$ cat config.mk
export PLATFORM = sky130hd
export DESIGN_NAME = rps_round_ctrl
export DESIGN_NICKNAME = d
export VERILOG_FILES = /design/src/rtl/rps_pkg.sv /design/src/rtl/rps_judge.sv /design/src/rtl/rps_round_ctrl.sv
export SDC_FILE = /design/constraint.sdc
export NUM_CORES = 1
export LEC_CHECK = 0
export CAP_MARGIN = 5
export CORE_UTILIZATION = 35
export DETAILED_ROUTE_END_ITERATION = 10
export GPL_TIMING_DRIVEN = 0
export PLACE_DENSITY = 0.67
export SYNTH_ARGS = -nofsm -noshare
export SYNTH_HDL_FRONTEND = slang
export SYNTH_HIERARCHICAL = 1
export SYNTH_SLANG_ARGS = --single-unit
$ cat constraint.sdc
create_clock -name clock -period 6.5 [get_ports clock]
set_input_delay 0.65 -clock clock [delete_from_list [all_inputs] [get_ports clock]]
set_output_delay 0.65 -clock clock [all_outputs]
set_load 0.01 [all_outputs]
$ cat src/rtl/rps_pkg.sv
// Shared definitions for the rock-paper-scissors round logic: move and result
// encodings, state enum and the small helper functions used by the FSM and judge.
package rps_pkg;

    localparam logic [1:0] ROCK     = 2'b00;
    localparam logic [1:0] SCISSORS = 2'b01;
    localparam logic [1:0] PAPER    = 2'b10;
    localparam logic [1:0] ILLEGAL  = 2'b11;

    localparam logic [1:0] RES_NONE   = 2'b00;
    localparam logic [1:0] RES_PLAYER = 2'b01;
    localparam logic [1:0] RES_CPU    = 2'b10;
    localparam logic [1:0] RES_TIE    = 2'b11;

    localparam logic [3:0] NO_HIST   = 4'd9;
    localparam logic [6:0] SCORE_MAX = 7'd127;

    typedef enum logic [2:0] {
        ST_INIT      = 3'd0,
        ST_PREDICT   = 3'd1,
        ST_WAIT_MOVE = 3'd2,
        ST_JUDGE     = 3'd3,
        ST_UPDATE    = 3'd4,
        ST_SHOW      = 3'd5,
        ST_DONE      = 3'd6
    } rps_state_e;

    // True when move a defeats move b.
    function automatic logic beats(input logic [1:0] a, input logic [1:0] b);
        return ((a == ROCK)     && (b == SCISSORS)) ||
               ((a == SCISSORS) && (b == PAPER))    ||
               ((a == PAPER)    && (b == ROCK));
    endfunction

    // Predictor context for a judged (player, cpu) pair: 3*player + cpu.
    function automatic logic [3:0] ctx_of(input logic [1:0] player, input logic [1:0] cpu);
        return ({2'b00, player} << 1) + {2'b00, player} + {2'b00, cpu};
    endfunction

    function automatic logic [6:0] sat_inc(input logic [6:0] v);
        return (v == SCORE_MAX) ? v : v + 7'd1;
    endfunction

endpackage

$ cat src/rtl/rps_judge.sv
// Combinational round judge: (player, cpu) -> result code. Shared with the display
// logic, so an illegal move on either side yields RES_NONE rather than a verdict.
module rps_judge
    import rps_pkg::*;
(
    input  logic [1:0] player_i,
    input  logic [1:0] cpu_i,
    output logic [1:0] result_o
);

    always_comb begin
        result_o = RES_NONE;
        if ((player_i != ILLEGAL) && (cpu_i != ILLEGAL)) begin
            if (player_i == cpu_i) begin
                result_o = RES_TIE;
            end else if (beats(player_i, cpu_i)) begin
                result_o = RES_PLAYER;
            end else begin
                result_o = RES_CPU;
            end
        end
    end

endmodule

$ cat src/rtl/rps_round_ctrl.sv
// Round sequencer: fetches the CPU move from the predictor, takes the player's move,
// judges and scores the round, then reports the observed transition back.
module rps_round_ctrl
    import rps_pkg::*;
#(
    parameter int ROUNDS_MAX  = 60,
    parameter int SHOW_CYCLES = 4
)
(
    input  logic       clock,
    input  logic       reset,
    input  logic       pred_init_done,
    output logic       pred_req,
    output logic [3:0] pred_ctx,
    input  logic       pred_ack,
    input  logic [1:0] pred_choice,
    output logic       upd_valid,
    output logic [3:0] upd_ctx,
    output logic [1:0] upd_move,
    input  logic       upd_ready,
    input  logic       move_valid,
    input  logic [1:0] move,
    output logic [1:0] cpu_move,
    output logic [1:0] result,
    output logic [6:0] player_score,
    output logic [6:0] cpu_score,
    output logic [6:0] tie_count,
    output logic [5:0] round_count,
    output logic       illegal,
    output logic       busy,
    output logic       game_over,
    output logic [2:0] dbg_state
);

    localparam int         SHOW_W    = (SHOW_CYCLES > 1) ? $clog2(SHOW_CYCLES) : 1;
    localparam logic [SHOW_W-1:0] SHOW_LAST = SHOW_W'(SHOW_CYCLES - 1);
    localparam logic [5:0] ROUNDS_END = 6'(ROUNDS_MAX);

    rps_state_e        state_q;
    logic              pred_req_q;
    logic [1:0]        choice_q;
    logic [1:0]        move_q;
    logic [3:0]        ctx_q;
    logic              upd_valid_q;
    logic [3:0]        upd_ctx_q;
    logic [1:0]        upd_move_q;
    logic [1:0]        cpu_move_q;
    logic [1:0]        result_q;
    logic [6:0]        player_score_q;
    logic [6:0]        cpu_score_q;
    logic [6:0]        tie_count_q;
    logic [5:0]        round_count_q;
    logic              illegal_q;
    logic [SHOW_W-1:0] show_cnt_q;
    logic [1:0]        judge_res;

    rps_judge u_judge (
        .player_i (move_q),
        .cpu_i    (choice_q),
        .result_o (judge_res)
    );

    // Both predictor links are valid/ready style: a request or update is raised
    // from a register, held with stable payload, and retired on the edge where
    // the partner's ack/ready is sampled high. pred_req and upd_valid live in
    // disjoint states, so they are never high together.
    always_ff @(posedge clock) begin
        if (!reset) begin
            state_q        <= ST_INIT;
            pred_req_q     <= 1'b0;
            choice_q       <= ROCK;
            move_q         <= ROCK;
            ctx_q          <= NO_HIST;
            upd_valid_q    <= 1'b0;
            upd_ctx_q      <= 4'd0;
            upd_move_q     <= ROCK;
            cpu_move_q     <= ROCK;
            result_q       <= RES_NONE;
            player_score_q <= 7'd0;
            cpu_score_q    <= 7'd0;
            tie_count_q    <= 7'd0;
            round_count_q  <= 6'd0;
            illegal_q      <= 1'b0;
            show_cnt_q     <= '0;
        end else begin
            case (state_q)
                ST_INIT: begin
                    if (pred_init_done) begin
                        state_q    <= ST_PREDICT;
                        pred_req_q <= 1'b1;
                    end
                end
                ST_PREDICT: begin
                    if (pred_ack) begin
                        choice_q   <= pred_choice;
                        pred_req_q <= 1'b0;
                        state_q    <= ST_WAIT_MOVE;
                    end
                end
                ST_WAIT_MOVE: begin
                    if (move_valid) begin
                        if (move == ILLEGAL) begin
                            illegal_q <= 1'b1;
                        end else begin
                            illegal_q <= 1'b0;
                            move_q    <= move;
                            state_q   <= ST_JUDGE;
                        end
                    end
                end
                ST_JUDGE: begin
                    cpu_move_q <= choice_q;
                    result_q   <= judge_res;
                    case (judge_res)
                        RES_PLAYER: player_score_q <= sat_inc(player_score_q);
                        RES_CPU:    cpu_score_q    <= sat_inc(cpu_score_q);
                        RES_TIE:    tie_count_q    <= sat_inc(tie_count_q);
                        default:    ;
                    endcase
                    round_count_q <= round_count_q + 6'd1;
                    upd_ctx_q     <= ctx_q;
                    upd_move_q    <= move_q;
                    // The first round of a game has no prior context to report.
                    upd_valid_q   <= (ctx_q != NO_HIST);
                    ctx_q         <= ctx_of(move_q, choice_q);
                    state_q       <= ST_UPDATE;
                end
                ST_UPDATE: begin
                    if (!upd_valid_q || upd_ready) begin
                        upd_valid_q <= 1'b0;
                        show_cnt_q  <= '0;
                        state_q     <= ST_SHOW;
                    end
                end
                ST_SHOW: begin
                    if (show_cnt_q == SHOW_LAST) begin
                        if (round_count_q == ROUNDS_END) begin
                            state_q <= ST_DONE;
                        end else begin
                            state_q    <= ST_PREDICT;
                            pred_req_q <= 1'b1;
                        end
                    end else begin
                        show_cnt_q <= show_cnt_q + 1'b1;
                    end
                end
                ST_DONE: begin
                    state_q <= ST_DONE;
                end
                default: begin
                    state_q <= ST_INIT;
                end
            endcase
        end
    end

    assign pred_req     = pred_req_q;
    assign pred_ctx     = ctx_q;
    assign upd_valid    = upd_valid_q;
    assign upd_ctx      = upd_ctx_q;
    assign upd_move     = upd_move_q;
    assign cpu_move     = cpu_move_q;
    assign result       = result_q;
    assign player_score = player_score_q;
    assign cpu_score    = cpu_score_q;
    assign tie_count    = tie_count_q;
    assign round_count  = round_count_q;
    assign illegal      = illegal_q;
    assign busy         = (state_q != ST_WAIT_MOVE) && (state_q != ST_DONE);
    assign game_over    = (state_q == ST_DONE);
    assign dbg_state    = state_q;

endmodule

==> summary.txt <==
Route
  • DR vias: roughly 2400
  • Vias/cell: 5.14
  • Final WL: 5950 µm
  • DR iter-0 viols: 163
  • Final ANT Viol Nets: 0
  • WL/cell: approximately 13 µm
  • First drt pass iteration count: 4
  • Residual DRC count: 0

Timing
  • Final worst path period need: roughly 2.9 ns
  • Tcrit/Tclk final: ~44%
  • Final Setup Violations: 0
  • Final setup TNS: 0 ns
  • Unrepaired setup endpoints after global routing: false
  • Final Skew: between 0.003 and 0.004 ns
  • Worst setup margin: approximately 3.6 ns
  • Fin. max-slew vios: 0
  • Final hold violations: 0
  • Hold WS: 0.457 ns
  • Peak Freq: 0.350 GHz
  • Tightest Pin Transition: 0.846 ns
  • Rel. slew slack: 43.3%

Synth
  • Synthesized area per cell: ~8.4 µm²
  • Synth Cell Area: ~2500 µm²
  • YS warnings: 6
  • Post-synth top cells: dfxtp_1, nand2_1, a21oi_1
  • Post-synth EDFFs: 0
  • #FFs+latches synth: 53
  • Mux share of post-synthesis cell area: roughly 2.9%
  • Largest family of logic cells by synthesized area: simple AND/OR/NAND/NOR gates
  • Xor/xnor share of the synthesized area: roughly 2.5%
  • Top-count cell post-synth: dfxtp_1
  • Net count after synthesis: 315
  • Synth Area in Compound Gates: 16.0%
  • Sequential share of the synthesized area: 42.7%
  • Post-synth top area cell: dfxtp_1
  • Simple-Gate Fraction of Synth Area: about a quarter
  • Adder-Cell Fraction of Synth Area: 5.64%
  • Main flop type after synthesis: dfxtp_1
  • Cell variety after synth: 47
  • Synth area leaders: dfxtp_1, nand2_1, a21oi_1
  • Mapped Cells: around 300
  • Post-synth ARST share: 0%
  • Top cell type's share of synthesized area: 42.7%

Global route
  • GRT Util Overall: between 15 and 20%
  • Global route overflow: 0
  • Vias in the first global route: 2145
  • Initial antenna violation count: 0
  • First-pass GRT wire length: 10000 µm
  • Pin count of the biggest net entering global routing: 16

Floorplan
  • Starting Density: 36.4%
  • Core Box Area: between 6000 and 7000 µm²
  • DIE AREA: between 7000 and 8000 µm²
  • Die Y: ~86 µm
  • Core Rows: 30
  • Ports: 59
  • Die Wd: 86.3 µm

Cells and area
  • NumNets Final: 380
  • Final Non-Filler Cells: 457
  • Design Area, Final: 3300 µm²
  • Ant diodes: 0
  • Multi-input logic area: 1320 µm²
  • Layout area overhead: 32.9%
  • Layout cells sized above 1: 3.32%
  • Filler Cell Count: a little under 700
  • Final Util: a little under 50%
  • Storage cell area: 1060 µm²

CTS
  • Post-CTS sizing: 0
  • Cts bufs inserted: 5
  • Clock latency on the worst-skew pair: approximately 0.31 ns
  • CTS Buffer Depth: 2
  • H-Tree Depth: 2
  • Worst-path clk slew: 0.09 ns
  • Number of post-CTS setup repair buffers: 0
  • Hold-fix buffers, CTS: 0
  • Clk sinks: 53
  • Clk root buf: clkbuf_8
  • CTS tree: built

Outcome
  • Status: complete, no violations

Placement
  • Final HPWL DP: 4330 µm
  • RePlAce Congestion: 0.844
  • Port Buf Inserts: 58
  • Worst slack, placed: 3.65 ns
  • Placed cells: 449
  • Area of placed instances: approximately 3200 µm²

Power
  • Final Total Pwr: 784 µW
  • Worst vdd rail ir drop: roughly 0.10 mV
  • Cell Pwr Density: 237 nW/µm²
  • P_leak: approximately 1.2 nW

Critical path
  • Crit start category: flip-flop
  • CP max FO: 9
  • Kind of end point of the critical path: flip-flop
  • Required time worst endpoint: around 6.7 ns
  • Critical path type: flip-flop to flip-flop
  • CP Data Arrival Time: approximately 3.1 ns

Run
  • Max-Cap Viols: 0

Worst hold path
  • Hold Crit Class: flip-flop to flip-flop
-- layout by cell type, fill, tap and decap left out, drive strengths merged, types with 5 or more instances in the layout --
master and instances:
clkdlybuf4s50 58, dfxtp 53, nand2 48, a21oi 29
nor2 22, clkbuf 18, inv 13, nand3 10
and3 8, nor3 8, ha 8, or3 7
mux2i 6, o21ai 6, a211oi 5, xor2 5
-- sequential cells by signal, summed over array words and instances, names as in the netlist --
register / count
pred_req: 1
pred_ctx: 4
show_cnt_q: 2
cpu_move: 2
upd_valid: 1
illegal: 1
tie_count: 7
upd_ctx: 4
choice_q: 2
result: 2
dbg_state: 3
move_q: 2
round_count: 6
upd_move: 2
player_score: 7
cpu_score: 7
-- metal layers --
| metal | vias to the layer above | share of wire, % | routed length [µm] | global-route usage [%] |
|---|---|---|---|---|
| li1 | 1166 | - | - | - |
| met1 | 1103 | 46 | 2750 | 22.2 |
| met2 | 68 | 46 | 2760 | 27.3 |
| met3 | 14 | 5.8 | 348 | 4.10 |
| met4 | 0 | 1.7 | 99 | 6.97 |
| met5 | - | 0 | 0 | 0 |
-- logic make-up after synthesis --
group	Yosys count
buf+inv	26
flops	53
fa+ha+maj	10
compound gates	63
xor+xnor	7
mux	7
simple gates	129
-- critical path: stages, from the launching register on --
cell	delay, ns
dfxtp_1	0.48
or2b_1	0.25
a211oi_1	0.64
nand4b_4	0.24
a311o_1	0.36
buf_2	0.17
or4_1	0.51
a21oi_1	0.14
-- final cells by class --
class                           count  area share (%)
Multi-Input combinational cell    216            40.1
Sequential cell                    53            32.1
Timing Repair Buffer               58            17.6
Tap cell                           96            3.64
Clock buffer                        7            2.61
Buffer                             13            1.55
Inverter                           13            1.48
Clock inverter                      1           0.909
-- power breakdown --
part | switching (mW) | internal, mW | leakage, nW
sequential | 0.0303 | 0.344 | 0.428
combinational | 0.0939 | 0.0801 | 0.696
clock | 0.110 | 0.126 | 0.0585
-- worst paths after layout --
check             slack, ns  depth (start not counted)                         to                      from
setup reg to reg       3.64                          7  tie_count[5]$_SDFFE_PN0P_  choice_q[1]$_SDFFE_PN0P_
hold / removal         0.46                          2   cpu_move[1]$_SDFFE_PN0P_  cpu_move[1]$_SDFFE_PN0P_
hold reg to reg        0.46                          2   cpu_move[1]$_SDFFE_PN0P_  cpu_move[1]$_SDFFE_PN0P_
setup / recovery       3.64                          7  tie_count[5]$_SDFFE_PN0P_  choice_q[1]$_SDFFE_PN0P_
(Power assumes the default switching activity.)
